$ cat src/rtl/uart_frame_rx.sv
// uart_frame_rx: 8N1 UART receiver that packs each group of 2*NUM_CHANNEL bytes into one pixel frame.
// Define FRAME_TIMEOUT_EN to build the idle timeout that drops stale partial frames.
//
// state    | meaning
// ---------+-------------------------------------------------------------
// IDLE     | line idle, waiting for a falling edge on rxs
// START    | confirming the start bit at its midpoint
// DATA     | sampling 8 data bits, LSB first, one per bit period
// STOP     | sampling the stop bit, committing or rejecting the byte
// WAITHIGH | after a framing error, waiting for the line to return high
module uart_frame_rx #(
  parameter int unsigned NUM_CHANNEL  = 4,
  parameter int unsigned PIXEL_WIDTH  = 16,
  parameter int unsigned CLKS_PER_BIT = 16,
  parameter int unsigned TIMEOUT_BITS = 20
) (
  input  logic                                     clk,
  input  logic                                     reset,
  input  logic                                     serialIn,
  output logic [7:0]                               byteData,
  output logic                                     byteValid,
  output logic [NUM_CHANNEL-1:0][PIXEL_WIDTH-1:0]  pixelData,
  output logic                                     pixelValid,
  output logic [$clog2(2*NUM_CHANNEL)-1:0]         byteCount,
  output logic                                     frameErr,
  output logic                                     frameTimeout
);

  localparam int unsigned NumBytes = 2 * NUM_CHANNEL;
  localparam int unsigned BcW      = $clog2(NumBytes);
  localparam int unsigned CcW      = $clog2(CLKS_PER_BIT);
  localparam bit ParamsOk = (CLKS_PER_BIT >= 4) && (CLKS_PER_BIT % 2 == 0) &&
                            (PIXEL_WIDTH == 16) && (TIMEOUT_BITS > 0) && (NUM_CHANNEL > 0);

  typedef enum logic [2:0] {
    S_IDLE     = 3'd0,
    S_START    = 3'd1,
    S_DATA     = 3'd2,
    S_STOP     = 3'd3,
    S_WAITHIGH = 3'd4
  } state_t;

  state_t                       state_q, state_d;
  logic                         rx_meta_q, rxs_q;
  logic [CcW-1:0]               clk_cnt_q, clk_cnt_d;
  logic [2:0]                   bit_cnt_q, bit_cnt_d;
  logic [7:0]                   shift_q, shift_d;
  logic [BcW-1:0]               byte_cnt_q, byte_cnt_d;
  logic [NumBytes-2:0][7:0]     shadow_q, shadow_d;
  logic [7:0]                   byte_data_q, byte_data_d;
  logic                         byte_valid_q, byte_valid_d;
  logic [NumBytes-1:0][7:0]     pixel_data_q, pixel_data_d;
  logic                         pixel_valid_q, pixel_valid_d;
  logic                         frame_err_q, frame_err_d;
  logic [NumBytes-1:0][7:0]     frame_bytes;
  logic                         byte_good;
  logic                         timeout_hit;

  // Completed frame: earlier bytes from the shadow slots, the last byte straight from the shifter.
  assign frame_bytes = {shift_q, shadow_q};

  always_comb begin
    state_d       = state_q;
    clk_cnt_d     = clk_cnt_q + CcW'(1);
    bit_cnt_d     = bit_cnt_q;
    shift_d       = shift_q;
    byte_cnt_d    = byte_cnt_q;
    shadow_d      = shadow_q;
    byte_data_d   = byte_data_q;
    byte_valid_d  = 1'b0;
    pixel_data_d  = pixel_data_q;
    pixel_valid_d = 1'b0;
    frame_err_d   = 1'b0;
    byte_good     = 1'b0;

    unique case (state_q)
      S_IDLE: begin
        clk_cnt_d = '0;
        if (!rxs_q) state_d = S_START;
      end
      S_START: begin
        if (clk_cnt_q == CcW'(CLKS_PER_BIT/2 - 1)) begin
          clk_cnt_d = '0;
          bit_cnt_d = '0;
          state_d   = rxs_q ? S_IDLE : S_DATA;
        end
      end
      S_DATA: begin
        if (clk_cnt_q == CcW'(CLKS_PER_BIT - 1)) begin
          clk_cnt_d = '0;
          shift_d   = {rxs_q, shift_q[7:1]};
          bit_cnt_d = bit_cnt_q + 3'd1;
          if (bit_cnt_q == 3'd7) state_d = S_STOP;
        end
      end
      S_STOP: begin
        if (clk_cnt_q == CcW'(CLKS_PER_BIT - 1)) begin
          clk_cnt_d = '0;
          if (rxs_q) begin
            state_d   = S_IDLE;
            byte_good = 1'b1;
          end else begin
            state_d     = S_WAITHIGH;
            frame_err_d = 1'b1;
            byte_cnt_d  = '0;
          end
        end
      end
      S_WAITHIGH: begin
        clk_cnt_d = '0;
        if (rxs_q) state_d = S_IDLE;
      end
      default: state_d = S_IDLE;
    endcase

    if (timeout_hit) byte_cnt_d = '0;

    if (byte_good) begin
      byte_data_d  = shift_q;
      byte_valid_d = 1'b1;
      if (byte_cnt_q == BcW'(NumBytes - 1)) begin
        pixel_data_d  = frame_bytes;
        pixel_valid_d = 1'b1;
        byte_cnt_d    = '0;
      end else begin
        byte_cnt_d = byte_cnt_q + BcW'(1);
        for (int i = 0; i < NumBytes - 1; i++) begin
          if (byte_cnt_q == BcW'(i)) shadow_d[i] = shift_q;
        end
      end
    end
  end

  always_ff @(posedge clk) begin
    if (reset) begin
      rx_meta_q     <= 1'b1;
      rxs_q         <= 1'b1;
      state_q       <= S_IDLE;
      clk_cnt_q     <= '0;
      bit_cnt_q     <= '0;
      shift_q       <= '0;
      byte_cnt_q    <= '0;
      shadow_q      <= '0;
      byte_data_q   <= '0;
      byte_valid_q  <= 1'b0;
      pixel_data_q  <= '0;
      pixel_valid_q <= 1'b0;
      frame_err_q   <= 1'b0;
    end else begin
      rx_meta_q     <= serialIn;
      rxs_q         <= rx_meta_q;
      state_q       <= state_d;
      clk_cnt_q     <= clk_cnt_d;
      bit_cnt_q     <= bit_cnt_d;
      shift_q       <= shift_d;
      byte_cnt_q    <= byte_cnt_d;
      shadow_q      <= shadow_d;
      byte_data_q   <= byte_data_d;
      byte_valid_q  <= byte_valid_d;
      pixel_data_q  <= pixel_data_d;
      pixel_valid_q <= pixel_valid_d;
      frame_err_q   <= frame_err_d;
    end
  end

  always_ff @(posedge clk) begin
    if (reset) assert (ParamsOk);
  end

`ifdef FRAME_TIMEOUT_EN
  localparam int unsigned TimeoutCycles = TIMEOUT_BITS * CLKS_PER_BIT;
  localparam int unsigned IdleW         = $clog2(TimeoutCycles);

  logic [IdleW-1:0] idle_cnt_q, idle_cnt_d;
  logic             frame_timeout_q;

  // Only a partial frame sitting in IDLE ages; any line activity restarts the count.
  always_comb begin
    idle_cnt_d  = '0;
    timeout_hit = 1'b0;
    if (state_q == S_IDLE && byte_cnt_q != '0) begin
      if (idle_cnt_q == IdleW'(TimeoutCycles - 1)) timeout_hit = 1'b1;
      else idle_cnt_d = idle_cnt_q + IdleW'(1);
    end
  end

  always_ff @(posedge clk) begin
    if (reset) begin
      idle_cnt_q      <= '0;
      frame_timeout_q <= 1'b0;
    end else begin
      idle_cnt_q      <= idle_cnt_d;
      frame_timeout_q <= timeout_hit;
    end
  end

  assign frameTimeout = frame_timeout_q;
`else
  assign timeout_hit  = 1'b0;
  assign frameTimeout = 1'b0;
`endif

  assign byteData   = byte_data_q;
  assign byteValid  = byte_valid_q;
  assign pixelData  = pixel_data_q;
  assign pixelValid = pixel_valid_q;
  assign byteCount  = byte_cnt_q;
  assign frameErr   = frame_err_q;

endmodule

$ cat config.mk
export PLATFORM = sky130hd
export DESIGN_NAME = uart_frame_rx
export DESIGN_NICKNAME = d
export VERILOG_FILES = /design/src/rtl/uart_frame_rx.sv
export SDC_FILE = /design/constraint.sdc
export NUM_CORES = 1
export LEC_CHECK = 0
export ABC_AREA = 1
export ABC_CLOCK_PERIOD_IN_PS = 3100
export CORE_ASPECT_RATIO = 0.6
export CORE_MARGIN = 8
export CORE_UTILIZATION = 45
export CTS_BUF_LIST = sky130_fd_sc_hd__clkbuf_8
export CTS_CLUSTER_SIZE = 12
export DETAILED_ROUTE_END_ITERATION = 6
export HOLD_SLACK_MARGIN = 0.06
export PLACE_DENSITY_LB_ADDON = 0.3
export SETUP_SLACK_MARGIN = 0.5
export SLEW_MARGIN = 20
export SYNTH_ARGS = -nofsm -noshare
export SYNTH_HDL_FRONTEND = slang
export SYNTH_SLANG_ARGS = --single-unit
$ cat constraint.sdc
create_clock -name clk -period 3.1 [get_ports clk]
set_clock_uncertainty 0.15 [all_clocks]
set_input_delay 0.62 -clock clk [delete_from_list [all_inputs] [get_ports clk]]
set_output_delay 0.62 -clock clk [all_outputs]
set_load 0.03 [all_outputs]
==> run metrics, run 1 <==
crit path cell chain clkdlybuf4s50_1; Core Util, Final 0.556; Worst path max stage delay 0.76 ns; RSZ-0062 raised after global routing false; row count 32; max_cap viols 0; mapped cell area 5990 um2; DR WL/cell 15.6 um; ys async rst share 0; clock-pin slew on the worst setup and hold paths 0.08 ns; DRC 0; Startpoint Class flop; Yosys reg bits 154; H-tree levels 4; vias in the first global route 5067; P_leak 2.85 nW; CTS Root Cell clkbuf_8; final setup fails 0; Yosys cell types 28; Avg Inst Size Synth 7.99 um2; vias 5247; slew margin rel. 0.476; final wirelength 15300 um; Compound-Gate Fraction of Synth Area 0.129; CTS tree done; Buf+Inv Stages, Crit Path 1; fin crit share 0.813; drt via density 5.34; area share of fa/ha/maj cells after synthesis 0.0188; Worst path slowest cell clkdlybuf4s50_1; full die area 17400 um2; dpl cells 951; f_max 397 MHz; Total GRT Usage 0.178; Hold Path Class reg -> reg; Synth Area in XOR/XNOR 0; met2 Resource Use GR 0.280; largest area contributor in the synthesized netlist dfxtp_1; GR peak layer met2; post-route ant nets 0; Ys Warns 0; Placement Setup Slack 0.604 ns; Top delay family on crit path buffers and inverters; share of cells above drive strength 1 0.0800; post-cts gate resize count 0; post-synthesis instance total 749; dpl hpwl 10200 um; Pins Over Slew Limit 0; CP Class reg -> out; Worst setup EP type output pin; pwr/cell area 578 nW/um2; total global routing overflow 0; Post-synth top flop dfxtp_1; Hold Slack 0.258 ns; IO Count 82; antenna violations before repair 0; most frequent cells in the layout nor2_1, dfxtp_1, nand2_1; input/output buffers 80; worst skew pair latency 0.44 ns; fin nets 812; mux cell area share after synthesis 0; CTS hold repair buffers 0; initial core utilization 0.463; Synth area leaders dfxtp_1, nor2_1, nand4_1, nand2_1, o21ai_0; most common cell after layout, fill and taps aside nor2_1; setup slack after layout 0.579 ns; Seq/Total Area, Yosys 0.515; M3 GR Usage 0.0575; GP Congestion 0.820; area share of the largest cell type after synthesis 0.515; Worst Max-Slew Pin Slew 0.785 ns; First DRT Iteration DRCs 435; antenna cell count 0; largest net degree at the start of global routing 72; Period minus WS final 2.52 ns; outcome completed; Max clock buf depth 2; setup bufs post-CTS 0; Core Region 12900 um2; net count after synthesis 761; Post-synth EDFFs 0; Req. time, crit path 2.33 ns; DIE HEIGHT 105 um; maximum VDD drop 390 uV; crit path DAT 1.75 ns; simple-gate share of the synthesized area 0.260; grt met1 use 0.228; # clock sinks 154; Synth-to-Final Area Change 20.0%; CTS Buf Count 17; DRT Pass-1 Iters 6; largest family of logic cells by synthesized area simple AND/OR/NAND/NOR gates; first-pass GRT wire length 25100 um; Crit Path Max Fanout 10; Hold Vio Cnt, Final 0; setup_tns 0 ns; Die Wd 165 um; final std cells w/o fill 983
[Yosys cell counts, types with 3 or more instances]
cell type,number
clkbuf_1,22
o21ai_0,64
nand4_1,64
nand3_1,8
buf_2,16
a21oi_2,9
nor2_1,163
or2_2,3
ha_1,9
o21ai_1,12
clkinv_1,3
inv_2,4
nand2_1,105
dfxtp_1,154
buf_6,15
inv_1,22
a21oi_1,61
[layout make-up]
type | instances | area, um2
clock inverters | 13 | 199
well taps | 170 | 213
repair buffers | 88 | 868
inverters | 29 | 115
clock buffers | 19 | 262
fillers | 1151 | 5750
multi-input cells | 510 | 2450
flip-flops and latches | 154 | 3080
[registers in the layout, summed over array words and instances (netlist names)]
signal       cells
bit_cnt_q        3
byteCount        3
byteData         8
byteValid        1
clk_cnt_q        4
frameErr         1
frame_bytes     56
pixelData       64
pixelValid       1
rx_meta_q        1
rxs_q            1
shift_q          8
state_q          3
[per-stage QoR]
stage	instance area, um2	power (mW)
6_report	7190	4.15
5_1_grt	7190	4.31
4_1_cts	7180	4.16
3_5_place_dp	6720	2.45
3_3_place_gp	6720	2.43
2_1_floorplan	5990	2.38
[path summary, 6_finish.rpt]
check | from | endpoint | cells past startpoint | slack [ns]
worst max-delay path | byteCount[2]$_SDFFE_PP0P_ | byteCount[2] | 1 | 0.58
worst min-delay path | rx_meta_q$_SDFF_PP1_ | rxs_q$_SDFF_PP1_ | 1 | 0.26
worst min register to register | rx_meta_q$_SDFF_PP1_ | rxs_q$_SDFF_PP1_ | 1 | 0.26
worst max register to register | clk_cnt_q[0]$_SDFF_PP0_ | frame_bytes[50]$_SDFFE_PP0P_ | 8 | 0.72
[power by group]
| group | total, mW | internal [mW] | switching (mW) | leakage [nW] |
|---|---|---|---|---|
| logic | 0.362 | 0.112 | 0.250 | 1.38 |
| registers | 2.06 | 2.02 | 0.0395 | 1.24 |
| clock network | 1.73 | 0.995 | 0.738 | 0.231 |
[per-layer routing]
layer,part of all wire,up-vias
met3,0.082,24
li1,-,2580
met4,0.014,0
met1,0.46,2442
met2,0.45,201
met5,0,-
[kinds of logic (layout without fill, tap and decap cells)]
logic type / count (synthesis) / after routing
DFF: 154 / 154
and+or+nand+nor: 353 / 353
adders and majority gates: 9 / 9
buffers and inverters: 85 / 149
AOI/OAI and AO/OA: 147 / 147
other: 1 / 1
No activity file was read; power rests on OpenSTA's default activity.
==> run 2: changes to the inputs <==
ABC_CLOCK_PERIOD_IN_PS = 2200   (was 3100)
clock period = 2.2 ns   (was 3.1 ns; I/O delays follow)
==> run 2 against run 1 <==
Against the previous run:
- cell count grew 5.1%
- highest routed layer unchanged
- register-to-register slack got worse by 0.35 ns
- combinational power up 65%
- sequential share of layout area down 6.0 points
- design area is 17% higher
- largest power group unchanged
- critical endpoint is now pixelData[36]$_SDFFE_PP0P_
- hold slack got worse by 0.15 ns
- core utilization is 9.3 points higher
==> run metrics, run 2 (synthesis gave the netlist of run 1 again) <==
dpl cell area 6770 um2 (was 6720 um2); Die Wd 165 um (unchanged); Crit Path Max Fanout 8 (was 10); CTS tree done (unchanged); Hold Vio Cnt, Final 0 (unchanged); CTS Buf Count 17 (unchanged); P_leak 3.41 nW (was 2.85 nW); crit path cell chain ha_1 > ha_1 > inv_4 > nor2_4 > buf_6 > clkbuf_16 > o21ai_0 > nor2_1 (was clkdlybuf4s50_1); DRT Pass-1 Iters 5 (was 6); pwr/cell area 691 nW/um2 (was 578 nW/um2); full die area 17400 um2 (unchanged); DR WL/cell 19.5 um (was 15.6 um); Synth-to-Final Area Change 40.1% (was 20.0%); H-tree levels 4 (unchanged); post-route ant nets 0 (unchanged); Worst Max-Slew Pin Slew 0.691 ns (was 0.785 ns); DIE HEIGHT 105 um (unchanged); initial core utilization 0.463 (unchanged); largest net degree at the start of global routing 52 (was 72); max_cap viols 0 (unchanged); Total GRT Usage 0.200 (was 0.178); dpl hpwl 9940 um (was 10200 um); Worst path slowest cell dfxtp_2 (was clkdlybuf4s50_1); total global routing overflow 0 (unchanged); DRC 0 (unchanged); outcome completed (unchanged); first-pass GRT wire length 27900 um (was 25100 um); Crit path top cell by count ha_1; most frequent cells in the layout dfxtp_1, nor2_1, buf_2 (was nor2_1, dfxtp_1, nand2_1); row count 32 (unchanged); vias in the first global route 5405 (was 5067); Startpoint Class flop (unchanged); fin area 8390 um2 (was 7190 um2); worst skew pair latency 0.46 ns (was 0.44 ns); most common cell after layout, fill and taps aside dfxtp_1 (was nor2_1); Core Region 12900 um2 (unchanged); final wirelength 20200 um (was 15300 um); antenna violations before repair 0 (unchanged); fin crit share 0.833; CTS Root Cell clkbuf_8 (unchanged); vias 5857 (was 5247); antenna cell count 0 (unchanged); RSZ-0062 raised after global routing true (was false); share of cells above drive strength 1 0.444 (was 0.0800); Period minus WS final 1.83 ns; # clock sinks 154 (unchanged); crit path DAT 2.08 ns (was 1.75 ns); maximum VDD drop 409 uV (was 390 uV); Worst setup EP type flop (was output pin); Hold Path Class in -> reg (was reg -> reg); Pins Over Slew Limit 0 (unchanged); f_max 545 MHz; First DRT Iteration DRCs 591 (was 435); number of flip-flops in the largest register 64 (unchanged); fin nets 863 (was 812); Worst path max stage delay 0.38 ns (was 0.76 ns); final std cells w/o fill 1033 (was 983); IO Count 82 (unchanged); input/output buffers 80 (unchanged); Req. time, crit path 2.44 ns (was 2.33 ns); CTS hold repair buffers 0 (unchanged); Max clock buf depth 2 (unchanged); GP Congestion 0.808 (was 0.820); slew margin rel. 0.539 (was 0.476); clock-pin slew on the worst setup and hold paths 0.09 ns (was 0.08 ns); setup_tns 0 ns (unchanged); drt via density 5.67 (was 5.34); CP Class reg -> reg (was reg -> out); final setup fails 0 (unchanged); dpl cells 953 (was 951)
==> run 2: cell count changes in the layout (fill, tap and decap cells not counted), sizes merged, moves of 3 or more <==
cell           before  now
clkbuf             19   28
clkdlybuf4s15       0    3
buf                 9  122
clkdlybuf4s50      79    1
==> run 2: report_power, final <==
part           total [mW]  internal (mW)  switching, mW  leakage, nW
registers            2.90           2.84         0.0623         1.24
logic               0.599          0.195          0.404         1.96
clock network        2.30           1.20           1.09        0.207
==> run 2: final timing paths <==
check	startpoint	endpoint	slack [ns]	cells past startpoint
min reg2reg	rx_meta_q$_SDFF_PP1_	rxs_q$_SDFF_PP1_	0.26	1
max reg2reg	byteCount[1]$_SDFFE_PP0P_	pixelData[36]$_SDFFE_PP0P_	0.37	8
max	byteCount[1]$_SDFFE_PP0P_	pixelData[36]$_SDFFE_PP0P_	0.37	8
min	reset	rx_meta_q$_SDFF_PP1_	0.10	2
==> run 2: per-stage QoR <==
stage / power [mW] / utilization / setup WS [ns] / hold WS [ns]
after floorplan: 3.35 / - / 0.501 / 0.239
after global placement: 3.43 / 0.523 / 0.279 / 0.251
after detailed placement: 3.45 / 0.523 / 0.184 / 0.246
after CTS: 5.70 / 0.596 / 0.423 / 0.108
after global routing: 6.01 / 0.649 / 0.319 / 0.105
final: 5.80 / 0.649 / 0.367 / 0.105
==> run 2: timing repair <==
action,in CTS,in global routing
cloned,10,9
setup buffers,24,6
pin swaps,13,76
resized for setup,339,332
endpoints found under the setup margin,214,197
==> run 2: critical path, delay by kind of cell (launching register included) <==
family                     cells  cell delay (ns)
buffers and inverters          3             0.42
and+or+nand+nor                2             0.34
adders and majority gates      2             0.38
AOI/OAI and AO/OA              1             0.10
DFF                            1             0.38
==> run 2: cell type report <==
class	count	area (um2)
Inverter	29	141
Fill cell	1029	4550
Multi-Input combinational cell	512	3260
Tap cell	170	213
Timing Repair inverter	2	17.5
Sequential cell	154	3090
Clock buffer	20	275
Timing Repair Buffer	135	1250
Clock inverter	11	145
==> run 2: per-layer routing <==
layer  GRT usage  wire (um)  vias up
met1       0.270       8660     2783
li1            -          -     2709
met2       0.298       9050      306
met4      0.0755        574        0
met3      0.0567       1890       59
met5           0          0        -
==> run 3: changes to the inputs <==
ABC_CLOCK_PERIOD_IN_PS = 1800   (was 2200)
clock period = 1.8 ns   (was 2.2 ns; I/O delays follow)
==> run 3 against run 2 <==
Against the previous run:
- power is 19% higher
- sequential cell count stayed put
- critical path depth is 1 higher
- critical path type unchanged
- sequential share of layout area is 1.3 points higher
- global-route usage is 1.0 points lower
- highest routed layer unchanged
- core utilization hardly changed
- design area hardly changed
- largest power group unchanged
- wire length is 12% lower
- first-iteration DRC count is 8.3% lower
==> run metrics, run 3 (synthesis gave the netlist of run 1 again) <==
drt via density 5.42 (was 5.67); first-pass GRT wire length 26700 um (was 27900 um); antenna cell count 0 (unchanged); GP Congestion 0.811 (was 0.808); clock-pin slew on the worst setup and hold paths 0.09 ns (about the same); vias 5656 (was 5857); fin nets 874 (was 863); final wirelength 17700 um (was 20200 um); First DRT Iteration DRCs 542 (was 591); reg2reg end pixelData[58]$_SDFFE_PP0P_ (was pixelData[36]$_SDFFE_PP0P_); max_cap viols 0 (unchanged); Crit Path Max Fanout 15 (was 8); hold path depth 3 (was 2); Worst Hold Launch reset (unchanged); CTS Buf Count 17 (unchanged); f_max 565 MHz (was 545 MHz); DR WL/cell 16.9 um (was 19.5 um); input/output buffers 80 (unchanged); Hold Slack 0.263 ns (was 0.105 ns); Total GRT Usage 0.189 (was 0.200); reg2reg setup slack 0.03 ns (was 0.37 ns); full die area 17400 um2 (unchanged); post-route ant nets 0 (unchanged); dpl hpwl 10500 um (was 9940 um); DRT Pass-1 Iters 5 (unchanged); most frequent cells in the layout nor2_1, buf_6, nand2_1 (was dfxtp_1, nor2_1, buf_2); worst skew pair latency 0.46 ns (about the same); crit path DAT 2.00 ns (was 2.08 ns); row count 32 (unchanged); Hold Vio Cnt, Final 0 (unchanged); fin area 8380 um2 (was 8390 um2); CTS hold repair buffers 0 (unchanged); pwr/cell area 823 nW/um2 (was 691 nW/um2); Period minus WS final 1.77 ns (was 1.83 ns); dpl cell area 7030 um2 (was 6770 um2); Pins Over Slew Limit 0 (unchanged); antenna violations before repair 0 (unchanged); Worst setup EP type flop (unchanged); Die Wd 165 um (unchanged); Reg2Reg Depth 9 (was 8); slew margin rel. 0.525 (was 0.539); CP Class reg -> reg (unchanged); DIE HEIGHT 105 um (unchanged); Startpoint Class flop (unchanged); IO Count 82 (unchanged); number of flip-flops in the largest register 64 (unchanged); # clock sinks 154 (unchanged); DRC 0 (unchanged); final setup fails 0 (unchanged); largest net degree at the start of global routing 72 (was 52); total global routing overflow 0 (unchanged); maximum VDD drop 436 uV (was 409 uV); H-tree levels 4 (unchanged); Synth-to-Final Area Change 40.0% (was 40.1%); Max clock buf depth 2 (unchanged); Core Region 12900 um2 (unchanged); Req. time, crit path 2.03 ns (was 2.44 ns); fin crit share 0.984 (was 0.833); RSZ-0062 raised after global routing true (unchanged); Hold Path Class in -> reg (unchanged); CTS Root Cell clkbuf_8 (unchanged); Core Util, Final 0.648 (was 0.649); worst hold endpoint frame_bytes[52]$_SDFFE_PP0P_ (was rx_meta_q$_SDFF_PP1_); Worst Max-Slew Pin Slew 0.712 ns (was 0.691 ns); CTS tree done (unchanged); outcome completed (unchanged); share of cells above drive strength 1 0.406 (was 0.444); most common cell after layout, fill and taps aside nor2_1 (was dfxtp_1); P_leak 3.52 nW (was 3.41 nW); worst r2r src clk_cnt_q[0]$_SDFF_PP0_ (was byteCount[1]$_SDFFE_PP0P_); vias in the first global route 5341 (was 5405); initial core utilization 0.463 (unchanged)
## run 3: worst max-delay path by stage
| stage | from | endpoint | slack [ns] | cells past startpoint |
|---|---|---|---|---|
| 2_1_floorplan | clk_cnt_q[1]$_SDFF_PP0_ | pixelData[0]$_SDFFE_PP0P_ | 0.13 | 10 |
| 3_3_place_gp | clk_cnt_q[0]$_SDFF_PP0_ | pixelData[27]$_SDFFE_PP0P_ | 0.09 | 8 |
| 3_5_place_dp | clk_cnt_q[0]$_SDFF_PP0_ | pixelData[34]$_SDFFE_PP0P_ | -0.02 | 8 |
| 4_1_cts | clk_cnt_q[1]$_SDFF_PP0_ | pixelData[10]$_SDFFE_PP0P_ | 0.12 | 9 |
| 5_1_grt | clk_cnt_q[2]$_SDFF_PP0_ | pixelData[16]$_SDFFE_PP0P_ | -0.04 | 8 |
| 6_report | clk_cnt_q[0]$_SDFF_PP0_ | pixelData[58]$_SDFFE_PP0P_ | 0.03 | 9 |
## run 3: worst max-delay path, stage by stage, from the launching register on
cell and delay [ns]:
dfxtp_2 0.35, ha_4 0.14, nand3_4 0.09, nor2_4 0.16, nand2_4 0.08, nor2_4 0.19, buf_6 0.16, clkbuf_16 0.18
nand2_4 0.05, a21oi_2 0.14
## run 3: routing by layer
metal	vias up	global-route usage	wire length, um
li1	2720	-	-
met1	2680	0.249	7840
met2	220	0.295	8120
met3	36	0.0420	1330
met4	0	0.0787	380
met5	-	0	0
## run 3: through the flow
stage                     TNS [ns]  setup slack, ns  power [mW]  cells
after global routing        -0.775          -0.0354        7.17   1044
after detailed placement   -0.0310          -0.0225        4.27    968
after global placement           0           0.0912        4.22    968
after floorplan                  0            0.129        4.11    749
final                            0           0.0297        6.90   1044
after CTS                        0            0.123        6.74   1020
## run 3: repair_timing
| action | 4_1_cts | 5_1_grt |
|---|---|---|
| gates cloned | 1 | 7 |
| resized for setup | 638 | 99 |
| buffers inserted | 20 | 17 |
| pin swaps | 3 | 15 |
| endpoints found under the setup margin | 229 | 229 |
## run 3: layout make-up
type	count	area, um2
sequential	154	3200
inverter	29	148
timing repair buffer	150	1700
fill	994	4550
multi-input combinational	510	2750
tap	170	213
clock buffer	20	275
clock inverter	11	97.6
## run 3: power breakdown
| part | internal, mW | switching, mW |
|---|---|---|
| clock network | 1.19 | 1.30 |
| logic | 0.282 | 0.543 |
| registers | 3.48 | 0.105 |
